**src/rtl/mul_z_pkg.sv**
```systemverilog
// Shared types and constants for the multiplier Z-register sequencer.
package mul_z_pkg;

  localparam int MUL_Z_WIDTH = 32;
  localparam int MUL_Z_CNT_W = 4;

  typedef enum logic [1:0] {
    ST_IDLE    = 2'd0,
    ST_SETTLE  = 2'd1,
    ST_SEND_LO = 2'd2,
    ST_SEND_HI = 2'd3
  } mul_z_state_t;

endpackage

```
**src/rtl/mul_settle_counter.sv**
```systemverilog
// Loadable down-counter timing the multiplier settle window; o_last flags count==1.
// Single-cycle load, decrements once per enabled cycle and saturates at zero.
module mul_settle_counter
  import mul_z_pkg::*;
(
  input  logic                   clk,
  input  logic                   clr,
  input  logic                   i_load,
  input  logic [MUL_Z_CNT_W-1:0] i_load_val,
  input  logic                   i_dec,
  output logic                   o_last
);

  logic [MUL_Z_CNT_W-1:0] r_count;

  always_ff @(posedge clk) begin
    if (!clr) begin
      r_count <= '0;
    end else if (i_load) begin
      r_count <= i_load_val;
    end else if (i_dec && (r_count != '0)) begin
      r_count <= r_count - 1'b1;
    end
  end

  assign o_last = (r_count == MUL_Z_CNT_W'(1));

endmodule

```
**src/rtl/mul_z_sequencer.sv**
```systemverilog
// Latches operands, waits MUL_LAT cycles, captures the product, then sends LO then HI over valid/ready;
// all outputs registered, a bus stall holds the offered word. Optional ovf flag under MUL_Z_OVF_EN.
module mul_z_sequencer
  import mul_z_pkg::*;
#(
  parameter int WIDTH   = MUL_Z_WIDTH,
  parameter int MUL_LAT = 2
) (
  input  logic               clk,
  input  logic               clr,
  input  logic               start,
  input  logic [WIDTH-1:0]   mplr,
  input  logic [WIDTH-1:0]   mcnd,
  output logic [WIDTH-1:0]   mul_a,
  output logic [WIDTH-1:0]   mul_b,
  input  logic [2*WIDTH-1:0] prod,
  output logic [WIDTH-1:0]   zlo,
  output logic [WIDTH-1:0]   zhi,
  output logic [WIDTH-1:0]   bus_out,
  output logic               bus_valid,
  output logic               bus_sel,
  input  logic               bus_ready,
  output logic               busy,
  output logic               done
`ifdef MUL_Z_OVF_EN
 ,output logic               ovf
`endif
);

  localparam logic [MUL_Z_CNT_W-1:0] LP_LAT = MUL_Z_CNT_W'(MUL_LAT);

  mul_z_state_t r_state;
  mul_z_state_t w_next;
  logic         w_last;
  logic         w_load;
  logic         w_capture;

  logic [WIDTH-1:0] r_mul_a, r_mul_b, r_zlo, r_zhi, r_bus_out;
  logic             r_bus_valid, r_bus_sel, r_busy, r_done;

  assign w_load    = (r_state == ST_IDLE) && start;
  assign w_capture = (r_state == ST_SETTLE) && w_last;

  mul_settle_counter u_cnt (
    .clk        (clk),
    .clr        (clr),
    .i_load     (w_load),
    .i_load_val (LP_LAT),
    .i_dec      (r_state == ST_SETTLE),
    .o_last     (w_last)
  );

  always_ff @(posedge clk) begin
    if (!clr) r_state <= ST_IDLE;
    else      r_state <= w_next;
  end

  always_comb begin
    w_next = r_state;
    case (r_state)
      ST_IDLE:    if (start)     w_next = ST_SETTLE;
      ST_SETTLE:  if (w_last)    w_next = ST_SEND_LO;
      ST_SEND_LO: if (bus_ready) w_next = ST_SEND_HI;
      ST_SEND_HI: if (bus_ready) w_next = ST_IDLE;
      default:                   w_next = ST_IDLE;
    endcase
  end

  // Output registers track the transition being taken, so every output is a flop.
  always_ff @(posedge clk) begin
    if (!clr) begin
      r_mul_a     <= '0;
      r_mul_b     <= '0;
      r_zlo       <= '0;
      r_zhi       <= '0;
      r_bus_out   <= '0;
      r_bus_valid <= 1'b0;
      r_bus_sel   <= 1'b0;
      r_busy      <= 1'b0;
      r_done      <= 1'b0;
    end else begin
      r_done <= 1'b0;
      if (w_load) begin
        r_mul_a <= mplr;
        r_mul_b <= mcnd;
        r_busy  <= 1'b1;
      end
      if (w_capture) begin
        r_zlo       <= prod[WIDTH-1:0];
        r_zhi       <= prod[2*WIDTH-1:WIDTH];
        r_bus_out   <= prod[WIDTH-1:0];
        r_bus_valid <= 1'b1;
        r_bus_sel   <= 1'b0;
      end
      if ((r_state == ST_SEND_LO) && bus_ready) begin
        r_bus_out <= r_zhi;
        r_bus_sel <= 1'b1;
      end
      if ((r_state == ST_SEND_HI) && bus_ready) begin
        r_bus_valid <= 1'b0;
        r_bus_sel   <= 1'b0;
        r_busy      <= 1'b0;
        r_done      <= 1'b1;
      end
    end
  end

`ifdef MUL_Z_OVF_EN
  logic r_ovf;
  always_ff @(posedge clk) begin
    if (!clr)           r_ovf <= 1'b0;
    else if (w_capture) r_ovf <= (prod[2*WIDTH-1:WIDTH] != {WIDTH{prod[WIDTH-1]}});
  end
  assign ovf = r_ovf;
`endif

  assign mul_a     = r_mul_a;
  assign mul_b     = r_mul_b;
  assign zlo       = r_zlo;
  assign zhi       = r_zhi;
  assign bus_out   = r_bus_out;
  assign bus_valid = r_bus_valid;
  assign bus_sel   = r_bus_sel;
  assign busy      = r_busy;
  assign done      = r_done;

endmodule

```
**config.mk**
```make
export PLATFORM = sky130hd
export DESIGN_NAME = mul_z_sequencer
export DESIGN_NICKNAME = d
export VERILOG_FILES = /design/src/rtl/mul_z_pkg.sv /design/src/rtl/mul_settle_counter.sv /design/src/rtl/mul_z_sequencer.sv
export SDC_FILE = /design/constraint.sdc
export NUM_CORES = 1
export LEC_CHECK = 0
export ABC_AREA = 1
export CAP_MARGIN = 10
export CORE_MARGIN = 5
export CORE_UTILIZATION = 41
export CTS_BUF_LIST = sky130_fd_sc_hd__clkbuf_16
export DETAILED_ROUTE_END_ITERATION = 10
export PLACE_DENSITY_LB_ADDON = 0.25
export SYNTH_ARGS = -nofsm -noshare
export SYNTH_HDL_FRONTEND = slang
export SYNTH_SLANG_ARGS = --single-unit
```
**constraint.sdc**
```tcl
create_clock -name clk -period 1.86 [get_ports clk]
set_clock_uncertainty 0.1 [all_clocks]
set_input_delay 0.372 -clock clk [delete_from_list [all_inputs] [get_ports clk]]
set_output_delay 0.372 -clock clk [all_outputs]
set_load 0.02 [all_outputs]
```
==> flow_summary_export.csv, run 1 <==
group,metric,value,unit
run_status,status,"finished, final reports clean",
route,drt-initial-drc-count,293,
finish,stdcell_count,1372,
yosys,synth_fp_nets,1015,
floorplan,die_h,135,um
worst_setup_path,crit_top_cell,"nand2_1",
clocking,postCtsSetupRepairBufs,0,
placed_design,place.gp.congestion,0.798,
global_route,overflow,0,
worst_setup_path,crit_arrival,1.94,ns
power,powerDensity,1110,nW/um^2
floorplan,core,15300,um^2
yosys,syn_area,6450,um^2
finish,stdcell_area,10200,um^2
worst_setup_path,cp_cell_sequence,"inv_1 -> ha_1 -> nand2_2 -> buf_12 -> nand2_1 -> nand2_1 -> nand2_1 -> a21oi_1",
placed_design,io_buffers,295,
worst_setup_path,cp_top_family,"simple AND/OR/NAND/NOR gates",
finish,diodes,0,
timing,setup_viol,0,
clocking,cts_tree,"yes",
global_route,grt_pass1_wl,32100,um
floorplan,ios,296,
route,avgRoutedWirePerCell,15.0,um
job,max-cap-violations,0,
timing,worstMarginPinSlew,0.405,ns
worst_setup_path,start_kind,"register",
timing,rsz0062_at_grt,"false",
global_route,grtUsageTotal,21.9,%
worst_hold_path,min-delay-path-class,"in -> reg",
placed_design,dpl-instance-area,9610,um^2
clocking,cts_max_path_buffers,2,
worst_setup_path,worstPathRequired,2.11,ns
finish,areaGrowthSynthToFinish,57.7,%
worst_setup_path,endpoint_kind,"register",
timing,finalHoldViolations,0,
route,wl,20500,um
finish,finish.utilization,66.4,%
floorplan,die_w,135,um
yosys,syn_avg_cell_area,7.35,um^2
timing,slew_headroom,73.0,%
power,p_leak,5.21,nW
route,viasPerCell,4.79,
worst_setup_path,cp_slowest_cell,"dfxtp_1",
global_route,grt_max_degree,99,
worst_setup_path,critical_path_class,"reg -> reg",
clocking,clk-insertion-delay-late,0.42,ns
placed_design,numPlacedInstances,1340,
yosys,ys_types,19,
route,drtPass1Iterations,4,
floorplan,start_util,42.1,%
global_route,grt_pass1_vias,6269,
worst_setup_path,cpPeakStageDelay,0.37,ns
timing,layout_setup_ws,0.177,ns
placed_design,post-place-ws,0.0534,ns
route,drtAntennaViolNets,0,
clocking,cts_hold_buf,0,
finish,drive_above_1_share,4.39,%
timing,fin_crit_sh,90.5,%
timing,slew_violations,0,
placed_design,place_hpwl,14500,um
timing,min_period,1.68,ns
finish,nets,1286,
floorplan,num_rows,45,
floorplan,die_area,18300,um^2
power,total_power,11.3,mW
route,drc,0,
clocking,clock-sinks,170,
clocking,path_clk_slew,0.06,ns
yosys,ys_warn_count,0,
timing,whs,0.338,ns
timing,finalSetupTns,0,ns
yosys,yosysSeqAreaShare,52.8,%
clocking,clockRootBuffer,"clkbuf_16",
clocking,htree_levels,4,
yosys,syn_inst,877,
power,peakVddDrop,0.000692,V
global_route,antenna_found_initial,0,
worst_setup_path,cp_max_fo,65,
yosys,synth-seq-cells,170,
worst_setup_path,crit_buf_inv,2,
clocking,numCtsBuffers,17,
route,vias,6576,
timing,max_freq,594,MHz
## worst min-delay path: stages
cell and delay, ns:
buf_2 0.12, buf_12 0.19, nand2_1 0.09, nor2_1 0.03
## kinds of logic (layout without fill, tap and decap cells)
logic type	after synthesis	count (layout)	synth area share [%]
adders and majority gates	6	6	1.16
buffers and inverters	78	362	5.39
and+or+nand+nor	454	454	27.5
DFF	170	170	52.8
AOI/OAI and AO/OA	169	169	13.1
## cells in the final DEF, fill, tap and decap left out
master,synthesis,final
nand3b_1,1,1
nand3_1,36,36
a21oi_1,103,103
inv_6,0,1
clkinv_4,0,2
nor2_1,135,135
buf_2,23,1
bufinv_16,0,2
dlygate4sd2_1,0,113
inv_2,2,2
clkbuf_16,0,17
buf_4,7,9
clkinvlp_4,0,2
clkdlybuf4s50_1,0,130
o21ai_0,66,66
clkinv_1,0,7
inv_1,16,15
buf_16,0,1
nand4_1,1,1
nor2_2,1,1
nand2_2,1,3
dfxtp_1,170,170
nand2_1,277,275
buf_12,0,7
nor3_1,1,1
ha_1,6,6
clkinv_2,0,2
dlymetal6s2s_1,0,51
nand3_4,1,1
## metal layers
metal	share of wire (%)	routed length [um]	track usage, %
met5	0	0	0
met4	1.8	379	6.94
met3	11	2240	10.2
met2	47	9750	36.4
met1	40	8170	25.2
## sequential cells by signal, indices dropped and copies added (netlist names)
register	count
zhi	32
bus_out	32
r_state	2
busy	1
bus_sel	1
done	1
mul_a	32
zlo	32
mul_b	32
u_cnt.r_count	4
bus_valid	1
## report_power, final
group | switching (mW) | total (mW) | internal [mW]
combinational | 2.03 | 3.42 | 1.39
clock | 1.44 | 3.39 | 1.95
sequential | 0.274 | 4.47 | 4.19
## synth_stat cells
cell	number	area, um^2
buf_4	7	52.6
nand3b_1	1	7.51
ha_1	6	75.1
nand3_4	1	17.5
nand3_1	36	180
nand2_2	1	6.26
nor3_1	1	5.00
inv_2	2	7.51
nand4_1	1	6.26
nor2_1	135	507
nand2_1	277	1040
dfxtp_1	170	3400
clkbuf_1	29	109
nor2_2	1	6.26
buf_2	23	115
o21ai_0	66	330
inv_1	16	60.1
a21oi_1	103	515
buf_1	1	3.75
## final timing paths
path	from	endpoint	slack [ns]	cells after the start
worst max-delay path	r_state[0]	bus_out[18]	0.18	8
worst max register to register	r_state[0]	bus_out[18]	0.18	8
worst min-delay path	clr	r_state[1]	0.34	4
worst min register to register	bus_valid	bus_valid	0.34	2
## cell type report
cell class | instances | area [um^2]
Timing Repair Buffer | 312 | 3170
Tap cell | 211 | 264
Inverter | 18 | 68.8
Sequential cell | 170 | 3400
Clock inverter | 15 | 133
Fill cell | 1371 | 5150
Multi-Input combinational cell | 629 | 2700
Clock buffer | 17 | 425
## timing repair
item                       in CTS  in global routing
resized for setup             113                 52
pin swaps                       0                  0
setup endpoints to repair     113                 53
(Power assumes the default switching activity.)
==> inputs of run 2 (changes only) <==
- CORE_UTILIZATION: 41 -> 37
- clock period: 1.86 -> 1.45 ns (I/O delays scaled with it)
==> run 2 against run 1 <==
  * Fmax grew 8.7%
  * Critical path depth is the same
  * Combinational power grew 91%
  * Critical path type unchanged
  * Largest power group is now combinational cells
  * Clock-buffer cell count is the same
  * The run now ends with setup timing left
  * Register-to-register slack lost 0.27 ns
  * Wire length grew 31%
==> flow_summary_export.csv, run 2 (synthesized netlist as in run 1, its figures left out) <==
group,metric,value,unit
run_status,status,"finished with violations",
run_status,violations,"setup timing",
worst_hold_path,min-delay-path-class,"in -> reg",
placed_design,place_hpwl,14800,um
floorplan,die_h,142,um
finish,diodes,0,
route,wl,26900,um
finish,finish.utilization,69.8,%
finish,drive_above_1_share,41.1,%
floorplan,core,17200,um^2
worst_setup_path,crit_arrival,1.80,ns
route,viasPerCell,5.00,
worst_setup_path,critical_path_class,"reg -> reg",
power,powerDensity,1440,nW/um^2
route,vias,7332,
worst_setup_path,cp_max_fo,7,
finish,fillCellCount,1432,
global_route,grt_pass1_vias,6883,
worst_setup_path,reg2reg_to,"bus_out[25]",
job,max-cap-violations,0,
floorplan,die_area,20200,um^2
clocking,path_clk_slew,0.07,ns
timing,fin_crit_sh,107,%
worst_hold_path,min_from,"clr",
floorplan,num_rows,48,
worst_setup_path,rr_worst_depth,8,
clocking,numCtsBuffers,17,
floorplan,die_w,142,um
power,p_leak,5.17,nW
timing,slew_headroom,78.7,%
clocking,clk-insertion-delay-late,0.42,ns
worst_hold_path,min_to,"mul_a[22]",
finish,layout_common_cells,"201 x nand2_1, 158 x dfxtp_1, 155 x buf_2",
worst_setup_path,crit-reg2reg-launch,"r_state[1]",
route,drtPass1Iterations,5,
placed_design,place.gp.congestion,0.800,
power,total_power,17.3,mW
global_route,overflow,0,
worst_setup_path,r2r_slack,-0.1,ns
placed_design,io_buffers,295,
timing,whs,0.0980,ns
floorplan,ios,296,
clocking,cts_max_path_buffers,2,
worst_hold_path,whs_path_depth,3,
finish,nets,1367,
clocking,cts_tree,"yes",
global_route,grt_pass1_wl,36500,um
route,drt-initial-drc-count,322,
worst_setup_path,endpoint_kind,"register",
global_route,grtUsageTotal,22.9,%
timing,setup_viol,99,
timing,worstMarginPinSlew,0.320,ns
finish,layout_commonest_cell,"nand2_1",
route,avgRoutedWirePerCell,18.3,um
timing,max_freq,646,MHz
global_route,antenna_found_initial,1,
timing,min_period,1.55,ns
worst_setup_path,worstPathRequired,1.70,ns
timing,slew_violations,0,
worst_setup_path,start_kind,"register",
route,drc,0,
power,peakVddDrop,0.000918,V
finish,areaGrowthSynthToFinish,86.0,%
route,drtAntennaViolNets,0,
timing,rsz0062_at_grt,"true",
clocking,htree_levels,4,
clocking,clockRootBuffer,"clkbuf_16",
timing,layout_setup_ws,-0.0977,ns
global_route,grt_max_degree,64,
timing,finalHoldViolations,0,
clocking,clock-sinks,170,
floorplan,start_util,37.5,%
==> run 2: cell count changes in the layout (fill, tap and decap cells not counted), moves of 26 or more <==
cell / previous run / this run
o21ai_1: 0 / 26
a21oi_2: 0 / 48
buf_2: 1 / 155
nand2_2: 3 / 44
nor2_1: 135 / 88
a21oi_1: 103 / 55
dlygate4sd2_1: 113 / 0
nand2_1: 275 / 201
nor2_4: 0 / 37
nand2_4: 0 / 30
o21ai_0: 66 / 38
dlymetal6s2s_1: 51 / 0
==> run 2: report_power, final <==
part           internal (mW)  switching [mW]  total (mW)
combinational           2.95            3.58        6.53
clock                   2.75            2.05        4.79
sequential              5.40           0.546        5.94
==> run 2: worst max-delay path, cell delays in order (launching register included) <==
cell and delay, ns:
dfxtp_4 0.36, buf_6 0.10, ha_4 0.16, nand2_8 0.09
buf_6 0.15, nand2_8 0.10, clkbuf_16 0.18, nand2_2 0.05
a21oi_1 0.16
==> run 2: per-stage QoR <==
step	area (um^2)	setup WS [ns]	TNS [ns]	cells
after global routing	12000	-0.145	-10.21	1467
after floorplan	6470	0.00868	0	877
after CTS	11400	-0.0368	-0.966	1449
after detailed placement	9930	-0.278	-22.67	1384
final	12000	-0.0977	-2.71	1467
after global placement	9930	-0.204	-20.70	1384
==> run 2: routing by layer <==
layer	global-route usage, %	vias up	share of wire (%)
met5	0	-	0.074
li1	-	3525	-
met1	26.1	3432	37
met4	5.96	2	1.6
met3	10.1	36	10
met2	39.4	337	51
==> run 2: layout make-up <==
class / instances / area, um^2 / share of cell area, %
Clock buffer: 17 / 425 / 3.55
Clock inverter: 15 / 188 / 1.56
Timing Repair Buffer: 392 / 3840 / 32.0
Timing Repair inverter: 1 / 8.76 / 0.0730
Sequential cell: 170 / 3420 / 28.5
Inverter: 18 / 111 / 0.928
Multi-Input combinational cell: 629 / 3720 / 31.0
Tap cell: 225 / 282 / 2.35
==> run 2: how the worst max path moves through the flow <==
stage                    start     endpoint  slack (ns)  depth (start not counted)
floorplan           r_state[0]  bus_out[10]       0.009                          9
global placement     bus_ready  bus_out[15]       -0.20                          8
detailed placement   bus_ready   bus_out[9]       -0.28                          8
CTS                 r_state[1]       zlo[9]       -0.04                          9
global route        r_state[1]  bus_out[25]       -0.14                          8
finish              r_state[1]  bus_out[25]        -0.1                          8
==> run 2: repair_timing <==
item / in CTS / in global routing
gates cloned: 14 / 21
pin swaps: 17 / 84
hold buffers: 0 / 0
setup endpoints to repair: 326 / 285
buffers inserted: 19 / 2
gates resized for setup: 603 / 435
==> inputs of run 3 (changes only) <==
- CORE_UTILIZATION: 37 -> 45
- clock period: 1.45 -> 2 ns (I/O delays scaled with it)
==> run 3 against run 2 <==
  * The run now ends clean
  * Power shrank 35%
  * Sequential share of layout area rose by 4.6 points
  * Cell area shrank 14%
  * Global-route usage is 1.1 points higher
  * Clock-buffer cell count did not move
  * Register-to-register slack improved by 0.37 ns
  * Sequential power down 30%
  * Worst setup slack improved by 0.15 ns
  * Final cell count is 8.3% lower
  * Clock power shrank 23%
==> flow_summary_export.csv, run 3 (synthesized netlist as in run 1, its figures left out) <==
group,metric,value,unit
timing,min_period,1.94,ns
finish,fillCellCount,1111,
clocking,cts_hold_buf,0,
floorplan,num_rows,43,
worst_setup_path,worst-path-stages,1,
worst_setup_path,start_kind,"register",
floorplan,core,14000,um^2
timing,slew_violations,0,
timing,worstMarginPinSlew,0.364,ns
worst_setup_path,cpPeakStageDelay,0.65,ns
timing,setup_viol,0,
placed_design,place_hpwl,14500,um
timing,whs,0.259,ns
global_route,grtUsageTotal,24.0,%
floorplan,die_h,130,um
route,wl,20600,um
clocking,cts_tree,"yes",
floorplan,start_util,46.1,%
worst_setup_path,cp_slowest_cell,"clkdlybuf4s50_1",
global_route,overflow,0,
timing,fin_crit_sh,97.2,%
global_route,grt_max_degree,65,
route,drt-initial-drc-count,485,
run_status,status,"finished, final reports clean",
placed_design,post-place-ws,0.167,ns
finish,diodes,0,
finish,nets,1290,
finish,layout_common_cells,"292 x clkdlybuf4s50_1, 276 x nand2_1, 170 x dfxtp_1",
finish,layout_commonest_cell,"clkdlybuf4s50_1",
clocking,cts_max_path_buffers,2,
placed_design,place.gp.congestion,0.811,
timing,layout_setup_ws,0.0557,ns
clocking,path_clk_slew,0.06,ns
route,drtPass1Iterations,5,
worst_setup_path,crit_buf_inv,1,
job,max-cap-violations,0,
clocking,numCtsBuffers,17,
timing,slew_headroom,75.7,%
worst_setup_path,critical_path_class,"reg -> out",
floorplan,die_w,130,um
worst_setup_path,worstPathRequired,1.50,ns
worst_hold_path,whs_path_depth,3,
clocking,clock-sinks,170,
clocking,clockRootBuffer,"clkbuf_16",
clocking,clk-insertion-delay-late,0.42,ns
power,powerDensity,1100,nW/um^2
power,peakVddDrop,0.000821,V
worst_setup_path,rr_worst_depth,7,
finish,drive_above_1_share,4.81,%
worst_setup_path,endpoint_kind,"primary output",
power,total_power,11.3,mW
global_route,antenna_found_initial,0,
worst_setup_path,cp_max_fo,2,
worst_setup_path,cp_top_family,"buffers and inverters",
global_route,grt_pass1_wl,32100,um
finish,areaGrowthSynthToFinish,59.2,%
worst_hold_path,min-delay-path-class,"in -> reg",
route,drtAntennaViolNets,0,
timing,rsz0062_at_grt,"false",
worst_setup_path,cp_cell_sequence,"clkdlybuf4s50_1",
floorplan,die_area,16800,um^2
power,p_leak,3.94,nW
route,drc,0,
route,vias,6589,
placed_design,dpl-instance-area,9600,um^2
placed_design,io_buffers,295,
global_route,grt_pass1_vias,6381,
finish,stdcell_area,10300,um^2
clocking,ctsResizeCount,0,
timing,max_freq,514,MHz
timing,finalSetupTns,0,ns
timing,finalHoldViolations,0,
floorplan,ios,296,
worst_setup_path,crit_arrival,1.44,ns
route,avgRoutedWirePerCell,15.3,um
clocking,postCtsSetupRepairBufs,0,
clocking,htree_levels,4,
route,viasPerCell,4.90,
-- run 3: changes by cell type in the layout (fill, tap and decap cells not counted), sizes merged --
cell,before,now
buf,236,22
clkdlybuf4s15,9,0
clkbuf,34,17
clkinv,9,7
clkdlybuf4s50,130,292
inv,21,19
dlymetal6s2s,0,2
bufinv,3,6
-- run 3: path summary, 6_finish.rpt --
path	start	endpoint	slack (ns)
worst max-delay path	bus_out[0]	bus_out[0]	0.06
worst min-delay path	clr	zhi[28]	0.26
worst max register to register	r_state[1]	zlo[5]	0.27
worst min register to register	bus_valid	bus_valid	0.35
-- run 3: power breakdown --
part           total (mW)  switching, mW  internal (mW)
Combinational        3.46           1.88           1.57
Sequential           4.17          0.271           3.90
Clock                3.67           1.35           2.32
-- run 3: metrics by stage --
step | utilization [%] | std cells
after floorplan | - | 877
after global placement | 68.6 | 1313
after detailed placement | 68.6 | 1313
after CTS | 73.3 | 1345
after global routing | 73.4 | 1345
final | 73.4 | 1345
-- run 3: metal layers --
metal / track usage, % / up-vias / share of wire [%]
met5: 0 / - / 0
met3: 10.8 / 28 / 11
met2: 41.3 / 239 / 49
met4: 8.62 / 0 / 2.3
met1: 26.2 / 2975 / 38
li1: - / 3347 / -
-- run 3: final cells by class --
cell class,instances,area [um^2],area share [%]
Sequential cell,170,3400,33.2
Multi-Input combinational cell,629,2700,26.3
Tap cell,180,225,2.19
Clock buffer,17,425,4.15
Inverter,18,68.8,0.671
Clock inverter,15,229,2.23
Timing Repair Buffer,316,3210,31.3
-- run 3: tightest hold or removal path: cells and delay by family --
family          cells  cell delay, ns
buf+inv             2            0.27
compound gates      1            0.05
